`config.mk`:
```
export PLATFORM = sky130hd
export DESIGN_NAME = alu_arbiter_flat
export DESIGN_NICKNAME = d
export VERILOG_FILES = /design/src/rtl/alu_pkg.sv /design/src/rtl/alu_arbiter_if.sv /design/src/rtl/alu_arbiter_rr_arb2.sv /design/src/rtl/alu_arbiter.sv /design/src/flat_wrapper.sv
export SDC_FILE = /design/constraint.sdc
export NUM_CORES = 1
export LEC_CHECK = 0
export CAP_MARGIN = 20
export CORE_AREA = 5 5 146 148
export CTS_BUF_LIST = sky130_fd_sc_hd__clkbuf_8
export CTS_CLUSTER_SIZE = 30
export DETAILED_ROUTE_END_ITERATION = 10
export DIE_AREA = 0 0 151 153
export HOLD_SLACK_MARGIN = 0.05
export PLACE_DENSITY = 0.75
export SLEW_MARGIN = 30
export SYNTH_ARGS = -nofsm -noshare
export SYNTH_HDL_FRONTEND = slang
export SYNTH_HIERARCHICAL = 1
export SYNTH_SLANG_ARGS = --single-unit
```
`constraint.sdc`:
```
create_clock -name clk -period 1.9 [get_ports clk]
set_clock_uncertainty 0.05 [all_clocks]
set_input_delay 0.19 -clock clk [delete_from_list [all_inputs] [get_ports clk]]
set_output_delay 0.19 -clock clk [all_outputs]
set_load 0.03 [all_outputs]
```
`src/rtl/alu_pkg.sv`:
```
// Shared definitions for the ALU arbiter: opcodes, FSM encoding, requester
// count and the round-robin grant function.
package alu_pkg;

  localparam int NUM_REQ = 2;
  localparam int OP_W    = 4;
  localparam int INSTR_W = 32;

  localparam logic [OP_W-1:0] OP_AND     = 4'b0000;
  localparam logic [OP_W-1:0] OP_OR      = 4'b0001;
  localparam logic [OP_W-1:0] OP_XOR     = 4'b0010;
  localparam logic [OP_W-1:0] OP_ADD     = 4'b0011;
  localparam logic [OP_W-1:0] OP_ADD_ALT = 4'b0100;
  localparam logic [OP_W-1:0] OP_SLT     = 4'b0101;
  localparam logic [OP_W-1:0] OP_SLTU    = 4'b0110;
  localparam logic [OP_W-1:0] OP_SLL     = 4'b0111;
  localparam logic [OP_W-1:0] OP_SRL     = 4'b1000;
  localparam logic [OP_W-1:0] OP_SRA     = 4'b1001;

  localparam logic [1:0] ST_IDLE = 2'd0;
  localparam logic [1:0] ST_EXEC = 2'd1;
  localparam logic [1:0] ST_RESP = 2'd2;

  // Non-width control fields captured alongside the operands.
  typedef struct packed {
    logic                id;
    logic                branch;
    logic [INSTR_W-1:0]  instruction;
    logic [OP_W-1:0]     opcode;
    logic                cin;
  } op_ctrl_t;

  function automatic logic [NUM_REQ-1:0] rr_grant(input logic [NUM_REQ-1:0] valid,
                                                  input logic               ptr);
    logic [NUM_REQ-1:0] g;
    case (valid)
      2'b01:   g = 2'b01;
      2'b10:   g = 2'b10;
      2'b11:   g = ptr ? 2'b10 : 2'b01;
      default: g = 2'b00;
    endcase
    return g;
  endfunction

endpackage

```
`src/rtl/alu_arbiter_if.sv`:
```
// Request, ALU and response signals of the ALU arbiter; slave is the arbiter
// side, master is the issue logic / ALU / consumer side.
interface alu_arbiter_if #(
  parameter int WIDTH = 32
) ();
  import alu_pkg::*;

  logic [NUM_REQ-1:0]         req_valid;
  logic [NUM_REQ-1:0]         req_ready;
  logic [NUM_REQ*WIDTH-1:0]   req_a;
  logic [NUM_REQ*WIDTH-1:0]   req_b;
  logic [NUM_REQ-1:0]         req_cin;
  logic [NUM_REQ*OP_W-1:0]    req_opcode;
  logic [NUM_REQ*INSTR_W-1:0] req_instruction;
  logic [NUM_REQ-1:0]         req_branch;

  logic [WIDTH-1:0]           alu_a;
  logic [WIDTH-1:0]           alu_b;
  logic                       alu_cin;
  logic [OP_W-1:0]            alu_opcode;
  logic [INSTR_W-1:0]         alu_instruction;
  logic                       alu_branch;
  logic [WIDTH-1:0]           alu_out;
  logic                       alu_branch_taken;

  logic                       rsp_valid;
  logic                       rsp_ready;
  logic                       rsp_id;
  logic [WIDTH-1:0]           rsp_out;
  logic                       rsp_branch_taken;

  modport slave (
    input  req_valid, req_a, req_b, req_cin, req_opcode, req_instruction, req_branch,
    input  alu_out, alu_branch_taken, rsp_ready,
    output req_ready, alu_a, alu_b, alu_cin, alu_opcode, alu_instruction, alu_branch,
    output rsp_valid, rsp_id, rsp_out, rsp_branch_taken
  );

  modport master (
    output req_valid, req_a, req_b, req_cin, req_opcode, req_instruction, req_branch,
    output alu_out, alu_branch_taken, rsp_ready,
    input  req_ready, alu_a, alu_b, alu_cin, alu_opcode, alu_instruction, alu_branch,
    input  rsp_valid, rsp_id, rsp_out, rsp_branch_taken
  );

endinterface

```
`src/rtl/alu_arbiter_rr_arb2.sv`:
```
// Two-way round-robin arbiter: combinational grant from valid and the
// priority pointer; the pointer moves past the winner on each accept.
module rr_arb2
  import alu_pkg::*;
(
  input  logic               clk,
  input  logic               rst_n,
  input  logic [NUM_REQ-1:0] req_valid_i,
  input  logic               can_accept_i,
  output logic [NUM_REQ-1:0] req_ready_o,
  output logic               accept_o,
  output logic               accept_id_o
);

  logic               ptr_q;
  logic               ptr_d;
  logic [NUM_REQ-1:0] grant;

  assign grant       = rr_grant(req_valid_i, ptr_q);
  assign req_ready_o = grant & {NUM_REQ{can_accept_i}};
  // grant is a subset of valid, so any ready bit is an accept
  assign accept_o    = |req_ready_o;
  assign accept_id_o = req_ready_o[1];

  always_comb begin
    ptr_d = ptr_q;
    if (accept_o) ptr_d = ~accept_id_o;
  end

  always_ff @(posedge clk or negedge rst_n) begin
    if (!rst_n) ptr_q <= 1'b0;
    else        ptr_q <= ptr_d;
  end

endmodule

```
`src/rtl/alu_arbiter.sv`:
```
// Shares one combinational ALU between two requesters: accepts a request,
// presents its registered operands for one cycle, then holds the tagged result.
//
// state | meaning
// IDLE  | nothing in flight, any granted request is accepted
// EXEC  | captured operands drive the ALU; result captured at the next edge
// RESP  | response held until rsp_ready; a new request may be accepted alongside
module alu_arbiter
  import alu_pkg::*;
#(
  parameter int WIDTH = 32
) (
  input logic          clk,
  input logic          rst_n,
  alu_arbiter_if.slave bus
);

  logic [1:0]       state_q;
  logic [1:0]       state_d;
  logic             can_accept;
  logic             accept;
  logic             accept_id;

  logic [WIDTH-1:0] a_q;
  logic [WIDTH-1:0] a_d;
  logic [WIDTH-1:0] b_q;
  logic [WIDTH-1:0] b_d;
  op_ctrl_t         ctrl_q;
  op_ctrl_t         ctrl_d;

  logic [WIDTH-1:0] rsp_out_q;
  logic [WIDTH-1:0] rsp_out_d;
  logic             rsp_id_q;
  logic             rsp_id_d;
  logic             rsp_taken_q;
  logic             rsp_taken_d;

  // Gated by rst_n so req_ready stays low for the whole reset assertion.
  assign can_accept = rst_n & ((state_q == ST_IDLE) |
                               ((state_q == ST_RESP) & bus.rsp_ready));

  rr_arb2 u_arb (
    .clk          (clk),
    .rst_n        (rst_n),
    .req_valid_i  (bus.req_valid),
    .can_accept_i (can_accept),
    .req_ready_o  (bus.req_ready),
    .accept_o     (accept),
    .accept_id_o  (accept_id)
  );

  always_comb begin
    state_d = state_q;
    case (state_q)
      ST_IDLE: if (accept) state_d = ST_EXEC;
      ST_EXEC: state_d = ST_RESP;
      ST_RESP: if (bus.rsp_ready) state_d = accept ? ST_EXEC : ST_IDLE;
      default: state_d = ST_IDLE;
    endcase
  end

  always_comb begin
    a_d    = a_q;
    b_d    = b_q;
    ctrl_d = ctrl_q;
    if (accept) begin
      a_d    = accept_id ? bus.req_a[WIDTH +: WIDTH] : bus.req_a[0 +: WIDTH];
      b_d    = accept_id ? bus.req_b[WIDTH +: WIDTH] : bus.req_b[0 +: WIDTH];
      ctrl_d = '{
        id:          accept_id,
        branch:      bus.req_branch[accept_id],
        instruction: accept_id ? bus.req_instruction[INSTR_W +: INSTR_W]
                               : bus.req_instruction[0 +: INSTR_W],
        opcode:      accept_id ? bus.req_opcode[OP_W +: OP_W]
                               : bus.req_opcode[0 +: OP_W],
        cin:         bus.req_cin[accept_id]
      };
    end
  end

  always_comb begin
    rsp_out_d   = rsp_out_q;
    rsp_id_d    = rsp_id_q;
    rsp_taken_d = rsp_taken_q;
    if (state_q == ST_EXEC) begin
      rsp_out_d   = bus.alu_out;
      rsp_id_d    = ctrl_q.id;
      rsp_taken_d = bus.alu_branch_taken;
    end
  end

  always_ff @(posedge clk or negedge rst_n) begin
    if (!rst_n) begin
      state_q     <= ST_IDLE;
      a_q         <= '0;
      b_q         <= '0;
      ctrl_q      <= '0;
      rsp_out_q   <= '0;
      rsp_id_q    <= 1'b0;
      rsp_taken_q <= 1'b0;
    end else begin
      state_q     <= state_d;
      a_q         <= a_d;
      b_q         <= b_d;
      ctrl_q      <= ctrl_d;
      rsp_out_q   <= rsp_out_d;
      rsp_id_q    <= rsp_id_d;
      rsp_taken_q <= rsp_taken_d;
    end
  end

  // Operand registers keep driving the ALU outside EXEC to avoid toggling it.
  assign bus.alu_a            = a_q;
  assign bus.alu_b            = b_q;
  assign bus.alu_cin          = ctrl_q.cin;
  assign bus.alu_opcode       = ctrl_q.opcode;
  assign bus.alu_instruction  = ctrl_q.instruction;
  assign bus.alu_branch       = ctrl_q.branch;

  assign bus.rsp_valid        = (state_q == ST_RESP);
  assign bus.rsp_id           = rsp_id_q;
  assign bus.rsp_out          = rsp_out_q;
  assign bus.rsp_branch_taken = rsp_taken_q;

endmodule

```
`src/flat_wrapper.sv`:
```
// flat-port wrapper written by rule: the top's interface ports become plain ports
module alu_arbiter_flat import alu_pkg::*;
#(
  parameter int WIDTH = 32
)
  (clk, rst_n, bus_req_valid, bus_req_a, bus_req_b, bus_req_cin, bus_req_opcode, bus_req_instruction, bus_req_branch, bus_alu_out, bus_alu_branch_taken, bus_rsp_ready, bus_req_ready, bus_alu_a, bus_alu_b, bus_alu_cin, bus_alu_opcode, bus_alu_instruction, bus_alu_branch, bus_rsp_valid, bus_rsp_id, bus_rsp_out, bus_rsp_branch_taken);
  alu_arbiter_if #(.WIDTH(WIDTH)) bus_i ();
  input logic clk;
  input logic rst_n;
  input wire logic [$bits(bus_i.req_valid)-1:0] bus_req_valid;
  input wire logic [$bits(bus_i.req_a)-1:0] bus_req_a;
  input wire logic [$bits(bus_i.req_b)-1:0] bus_req_b;
  input wire logic [$bits(bus_i.req_cin)-1:0] bus_req_cin;
  input wire logic [$bits(bus_i.req_opcode)-1:0] bus_req_opcode;
  input wire logic [$bits(bus_i.req_instruction)-1:0] bus_req_instruction;
  input wire logic [$bits(bus_i.req_branch)-1:0] bus_req_branch;
  input wire logic [$bits(bus_i.alu_out)-1:0] bus_alu_out;
  input wire logic [$bits(bus_i.alu_branch_taken)-1:0] bus_alu_branch_taken;
  input wire logic [$bits(bus_i.rsp_ready)-1:0] bus_rsp_ready;
  output wire logic [$bits(bus_i.req_ready)-1:0] bus_req_ready;
  output wire logic [$bits(bus_i.alu_a)-1:0] bus_alu_a;
  output wire logic [$bits(bus_i.alu_b)-1:0] bus_alu_b;
  output wire logic [$bits(bus_i.alu_cin)-1:0] bus_alu_cin;
  output wire logic [$bits(bus_i.alu_opcode)-1:0] bus_alu_opcode;
  output wire logic [$bits(bus_i.alu_instruction)-1:0] bus_alu_instruction;
  output wire logic [$bits(bus_i.alu_branch)-1:0] bus_alu_branch;
  output wire logic [$bits(bus_i.rsp_valid)-1:0] bus_rsp_valid;
  output wire logic [$bits(bus_i.rsp_id)-1:0] bus_rsp_id;
  output wire logic [$bits(bus_i.rsp_out)-1:0] bus_rsp_out;
  output wire logic [$bits(bus_i.rsp_branch_taken)-1:0] bus_rsp_branch_taken;
  assign bus_i.req_valid = bus_req_valid;
  assign bus_i.req_a = bus_req_a;
  assign bus_i.req_b = bus_req_b;
  assign bus_i.req_cin = bus_req_cin;
  assign bus_i.req_opcode = bus_req_opcode;
  assign bus_i.req_instruction = bus_req_instruction;
  assign bus_i.req_branch = bus_req_branch;
  assign bus_i.alu_out = bus_alu_out;
  assign bus_i.alu_branch_taken = bus_alu_branch_taken;
  assign bus_i.rsp_ready = bus_rsp_ready;
  assign bus_req_ready = bus_i.req_ready;
  assign bus_alu_a = bus_i.alu_a;
  assign bus_alu_b = bus_i.alu_b;
  assign bus_alu_cin = bus_i.alu_cin;
  assign bus_alu_opcode = bus_i.alu_opcode;
  assign bus_alu_instruction = bus_i.alu_instruction;
  assign bus_alu_branch = bus_i.alu_branch;
  assign bus_rsp_valid = bus_i.rsp_valid;
  assign bus_rsp_id = bus_i.rsp_id;
  assign bus_rsp_out = bus_i.rsp_out;
  assign bus_rsp_branch_taken = bus_i.rsp_branch_taken;
  alu_arbiter #(.WIDTH(WIDTH)) u_core (.clk(clk), .rst_n(rst_n), .bus(bus_i));
endmodule
```
### Word-level counts from Yosys, hierarchy flattened

Cells that the tools add are included.

| word-level totals | value |
|---|---|
| bits in registers | 140 |
| bits of input ports | 242 |
| output and inout bits | 139 |
| word-level logic and storage cells | 42 |

| operators by class | value |
|---|---|
| magnitude comparators | 1 |
| equality and inequality tests | 7 |
| mux-type cells | 14 |
| bitwise logic cells | 5 |
| reductions and logical operators | 3 |

Operators by type and width:

| kind | count |
|---|---|
| 2-to-1 mux 32 bit | 3 |
| case mux 2 bit (3 select lines) | 2 |
| == test 2 bit, second input constant | 3 |
| 2-to-1 mux 2 bit | 3 |
| 2-to-1 mux 1 bit | 5 |
| == test 2 x 1 -> 1 bit, second input constant | 2 |
| 2-to-1 mux 4 bit | 1 |
| bitwise AND 1 bit | 2 |
| bitwise AND 2 bit | 1 |
| logical NOT 2 bit | 1 |
| < comparator 1 x 2 -> 1 bit, second input constant | 1 |
| != test 2 x 1 -> 1 bit, second input constant | 1 |
| != test 2 bit, second input constant | 1 |
| AND reduction 2 bit | 1 |
| OR reduction 2 bit | 1 |
| NOT 1 bit | 1 |
| OR 1 bit | 1 |

### Logic depth before layout (Yosys ltp)

| depth | value |
|---|---|
| word-level depth | 9 |
| gate-level depth with buffers | 9 |

### By module

Netlist, hierarchy kept.

By module, submodules not included:

| module | instances | cells each | area each (um^2) |
|---|---|---|---|
| alu_arbiter | 1 | 562 | 6508.7 |
| rr_arb2 | 1 | 10 | 76.3 |

### Worst setup path before layout

Ideal clock, no wire load.

| timing | value |
|---|---|
| path kind | flip-flop to flip-flop |
| start point | reg u_core.state_q[1] |
| end point | reg u_core.a_q[10] (netlist: u_core/bus.alu_a[10]) |
| library setup time | 137 ps |
| arrival | 1722 ps |
| path slack | -9 ps |
| stages on the path, launching flop included | 10 |
| path buffers | 3 |
| period minus slack after synthesis | 1909 ps |
| cells stage by stage | dfrtp_1 nor2b_1 nor3b_1 nand2_1 a21oi_1 buf_4 buf_12 buf_6 mux2i_1 a21oi_1 |

| between the ends | value |
|---|---|
| cells in the longest elaborated chain, start to end | 6 |
| elaborated cells between the ends (all ways) | 8 |
| classes of those cells | 1 x eq/ne; 1 x mux; 4 x bitwise; 2 x reduce/logical |

RTL lines:

| what | RTL line | RTL |
|---|---|---|
| start, declared | alu_arbiter.sv:18 | `logic [1:0] state_q;` |
| start signal, assigned | alu_arbiter.sv:102 | `state_q <= state_d;` |
| == test 2 bit | alu_arbiter.sv:40 | `((state_q == ST_RESP) & bus.rsp_ready));` |
| bitwise AND 1 bit | alu_arbiter.sv:40 |  |
| OR 1 bit * | alu_arbiter.sv:39 | `assign can_accept = rst_n & ((state_q == ST_IDLE) \|` |
| bitwise AND 1 bit * | alu_arbiter.sv:39 |  |
| via u_core.can_accept | alu_arbiter.sv:20 | `logic can_accept;` |
| bitwise AND 2 bit * | alu_arbiter_rr_arb2.sv:20 | `assign req_ready_o = grant & {NUM_REQ{can_accept_i}};` |
| via u_core.accept_id | alu_arbiter.sv:22 | `logic accept_id;` |
| 2-to-1 mux 32 bit or OR reduction 2 bit (tied branches) | alu_arbiter.sv:67, alu_arbiter_rr_arb2.sv:22 |  |
| end signal, assigned | alu_arbiter.sv:95 | `a_q <= '0;` |
| end signal, assigned | alu_arbiter.sv:103 | `a_q <= a_d;` |
| end, declared | alu_arbiter.sv:24 | `logic [WIDTH-1:0] a_q;` |

Mark *: on every way through the listed nets, which the timed path passes. The rest lies on a longest branch.
A chain may end at the register's enable or synchronous reset.

### Worst setup path in the final report

| timing | value |
|---|---|
| start point | reg u_core.state_q[1] |
| end point | out bus_req_ready[1] |

| between the ends | value |
|---|---|
| cells in the longest elaborated chain, start to end | 5 |
| elaborated cells between the ends (all ways) | 6 |
| classes of those cells | 1 x eq/ne; 4 x bitwise; 1 x reduce/logical |

RTL lines:

| what | RTL line | RTL |
|---|---|---|
| == test 2 bit | alu_arbiter.sv:40 |  |
| bitwise AND 1 bit | alu_arbiter.sv:40 |  |
| OR 1 bit * | alu_arbiter.sv:39 |  |
| bitwise AND 1 bit * | alu_arbiter.sv:39 |  |
| via u_core.can_accept | alu_arbiter.sv:20 |  |
| bitwise AND 2 bit * | alu_arbiter_rr_arb2.sv:20 |  |
| end, declared | flat_wrapper.sv:20 | `output wire logic [$bits(bus_i.req_ready)-1:0] bus_req_ready;` |

Marked as above.

==> metrics.yaml <==
route:
  wl_per_cell_um: 17.5
  antenna_left: 0
  firstDrtPassIters: 4
  drt-total-wl_um: 21700
  drc: 0
  via_count: 5593
  vias_per_cell: 4.51
  drtIter0Drc: 122
yosys:
  ys_top_cells_by_area: "dfrtp_1 (53%), mux2i_1 (16%), a21oi_1 (7.9%)"
  synthCells: 572
  synth_fp_nets: 814
  synth_top_area_cell: "dfrtp_1"
  syn-mean-instance-area_um2: 11.5
  synth_cell_types: 21
  netlist_area_um2: 6590
  ys_seq_area_share_pct: 53.2
  synth_top_area_share_pct: 53.2
  yosysWarnings: 6
  ys_seq_elements: 140
clock_tree:
  cts_tree: "built"
  htree_num_levels: 4
  clockBufferDepth: 2
  clock-root-buffer: "clkbuf_8"
  cts_sinks: 140
  cts_made_buffers: 17
  path_clk_slew_ns: 0.10
  clock_latency_ns: 0.43
hold_path:
  min_path_type: "in2reg"
  hold_start: "bus_alu_out[1]"
layout:
  fin_nets: 1198
  drive_gt1_share_pct: 15.6
  antennaDiodeCount: 0
  layout.cells.non_filler: 1239
  area_delta_synth_final_pct: 73.9
power_and_ir_drop:
  p_leak_nw: 4.73
  p_comb_share_pct: 53.8
  switching_share_pct: 40.9
  power.internal_mw: 9.63
  clkPwrFrac_pct: 15.9
  power_frac_seq_pct: 30.3
  powerDensity_nw_per_um2: 1420
  ir_drop_v: 0.000829
  p_sw_mw: 6.67
  p_total_mw: 16.3
sta:
  period_needed_ns: 1.98
  fmax_ghz: 0.504
  setup_ws_ns: -0.0838
  grt_setup_unrepaired: "yes"
  slew_viol_final: 0
  setup_viol: 69
  tightest_slew_ns: 0.633
  max_slew_margin_pct: 57.8
  fin_crit_sh_pct: 104
  hold_violations: 0
grt:
  grt_pass1_wl_um: 32600
  grt_max_degree: 66
  top_usage_layer: "met2"
  grt_util_all_layers_pct: 18.1
  grt_use_met2_pct: 30.4
  met1_usage_pct: 20.3
  overflow: 0
  globalRouteMet3Util_pct: 8.35
  grt_pass1_vias: 6070
  antenna_found_initial: 0
worst_setup_path:
  start_kind: "flip-flop"
  cp_max_fo: 2
  end_kind: "output port"
  worstPathRequired_ns: 1.66
  reg2reg_from: "u_core/state_q[1]$_DFFE_PN0P_"
  crit_path_start: "u_core/state_q[1]$_DFFE_PN0P_"
  crit_type: "reg2out"
  cp.arrival_ns: 1.74
floorplan:
  core.rowCount: 52
  fp.dieW_um: 151
  dieArea_um2: 23100
  core-area_um2: 19900
  start_util_pct: 33.1
  io_pins: 381
  die_h_um: 153
run:
  cap_viol_max_count: 0
placement:
  port_buffers: 380
  place.gp.congestion: 0.825
  placedCellCount: 1196
  dp_hpwl_um: 16700
status:
  violations: "setup timing"
  status: "finished with violations"
-- metrics by stage --
stage	setup TNS, ns	cell area (um2)	utilization [%]	setup WS [ns]	hold slack, ns
floorplan	0	6590	-	0.0872	-0.156
global placement	-17.20	10800	54.0	-0.267	0.396
detailed placement	-16.59	10800	54.1	-0.265	0.230
CTS	-5.25	11300	56.9	-0.151	0.265
global route	-9.68	11400	57.5	-0.195	0.255
finish	-2.15	11400	57.5	-0.0838	0.301
-- cell usage after synthesis --
cell / instances
buf_4: 42
a21oi_1: 104
nor2b_1: 1
buf_12: 1
mux2_4: 29
mux2i_1: 102
clkbuf_1: 11
o21a_1: 1
buf_2: 11
nor2_1: 102
inv_1: 2
nand2_1: 2
nor3b_1: 2
buf_6: 5
and3_1: 1
mux2_2: 6
dfrtp_1: 140
o21ai_0: 1
nand2b_1: 2
buf_8: 6
a21oi_2: 1
-- flip-flops by register name, indices dropped and copies added, names as in the netlist --
signal,count
u_core/bus.alu_a,32
u_core/bus.alu_b,32
u_core/bus.alu_instruction,32
u_core/bus.rsp_out,32
u_core/bus.alu_opcode,4
u_core/state_q,2
u_core/bus.alu_branch,1
u_core/bus.alu_cin,1
u_core/bus.rsp_branch_taken,1
u_core/bus.rsp_id,1
u_core/ctrl_q,1
u_core/u_arb/ptr_q,1
-- final cells by class --
type	count	area [um2]
fill	1702	8460
timing repair buffer	441	4580
sequential	140	3500
multi-input combinational	354	2600
tap	270	338
clock buffer	18	248
clock inverter	14	173
inverter	2	7.51
-- cell families (layout without fill, tap and decap cells) --
| kind of cell | count (synthesis) | in the layout | share of synthesized area [%] |
|---|---|---|---|
| compound gates | 107 | 107 | 8.23 |
| buf+inv | 78 | 475 | 8.89 |
| simple gates | 110 | 110 | 6.54 |
| mux | 137 | 137 | 23.1 |
| flops | 140 | 140 | 53.2 |
-- routing by layer --
| metal | vias to the layer above | wire [um] |
|---|---|---|
| met4 | 0 | 382 |
| li1 | 2690 | - |
| met2 | 264 | 10500 |
| met3 | 27 | 2550 |
| met5 | - | 0 |
| met1 | 2612 | 8210 |
-- placed cells by master (no fill, tap or decap) --
master and instances:
a21oi_1 103, a21oi_2 1, a21oi_4 1, and3_1 1, buf_12 18, buf_16 1, buf_4 35, buf_6 5
buf_8 2, bufbuf_16 1, bufinv_16 2, clkbuf_16 1, clkbuf_8 18, clkdlybuf4s15_2 1, clkdlybuf4s50_1 376, clkinv_4 1
clkinvlp_4 2, dfrtp_1 140, dlygate4sd3_1 1, inv_1 2, inv_6 5, inv_8 4, mux2_2 6, mux2_4 29
mux2i_1 88, mux2i_2 12, mux2i_4 2, nand2_1 2, nand2b_1 1, nand2b_2 1, nor2_1 102, nor2b_4 1
nor3b_1 1, nor3b_2 1, o21a_4 1, o21ai_0 1
-- worst max-delay path, cell delays in order (launching register included) --
cell     delay, ns
dfrtp_1       0.39
nor2b_4       0.13
nor3b_2       0.18
nand2_1       0.11
a21oi_4       0.16
buf_12        0.13
buf_8         0.09
buf_6         0.12
-- repair_timing --
action / CTS / global route
hold buffers: 1 / 0
hold endpoints to repair: 97 / 0
endpoints found under the setup margin: 44 / 96
buffers inserted: 6 / 3
pin swaps: 2 / 2
resized for setup: 12 / 16
gates cloned: 1 / 1
-- final timing paths --
path	end	slack, ns	cells past startpoint
worst max-delay path	bus_req_ready[1]	-0.08	7
worst min-delay path	u_core/bus.rsp_out[1]$_DFFE_PN0N_	0.30	2
worst max register to register	u_core/bus.alu_instruction[25]$_DFFE_PN0P_	-0.07	10
worst min register to register	u_core/bus.rsp_out[0]$_DFFE_PN0N_	0.46	1
max in group asynchronous	u_core/bus.alu_a[6]$_DFFE_PN0P_	0.92	4
min in group asynchronous	u_core/bus.rsp_out[2]$_DFFE_PN0N_	0.31	3
-- power by group through the flow --
stage                     sequential (mW)  combinational (mW)  clock [mW]
final                                4.93                8.77        2.60
after global routing                 5.11                9.24        2.81
after CTS                            4.94                8.79        2.69
after detailed placement             4.96                8.66           0
after global placement               4.94                8.55           0
after floorplan                      6.77                3.24           0
(Power assumes the default switching activity.)
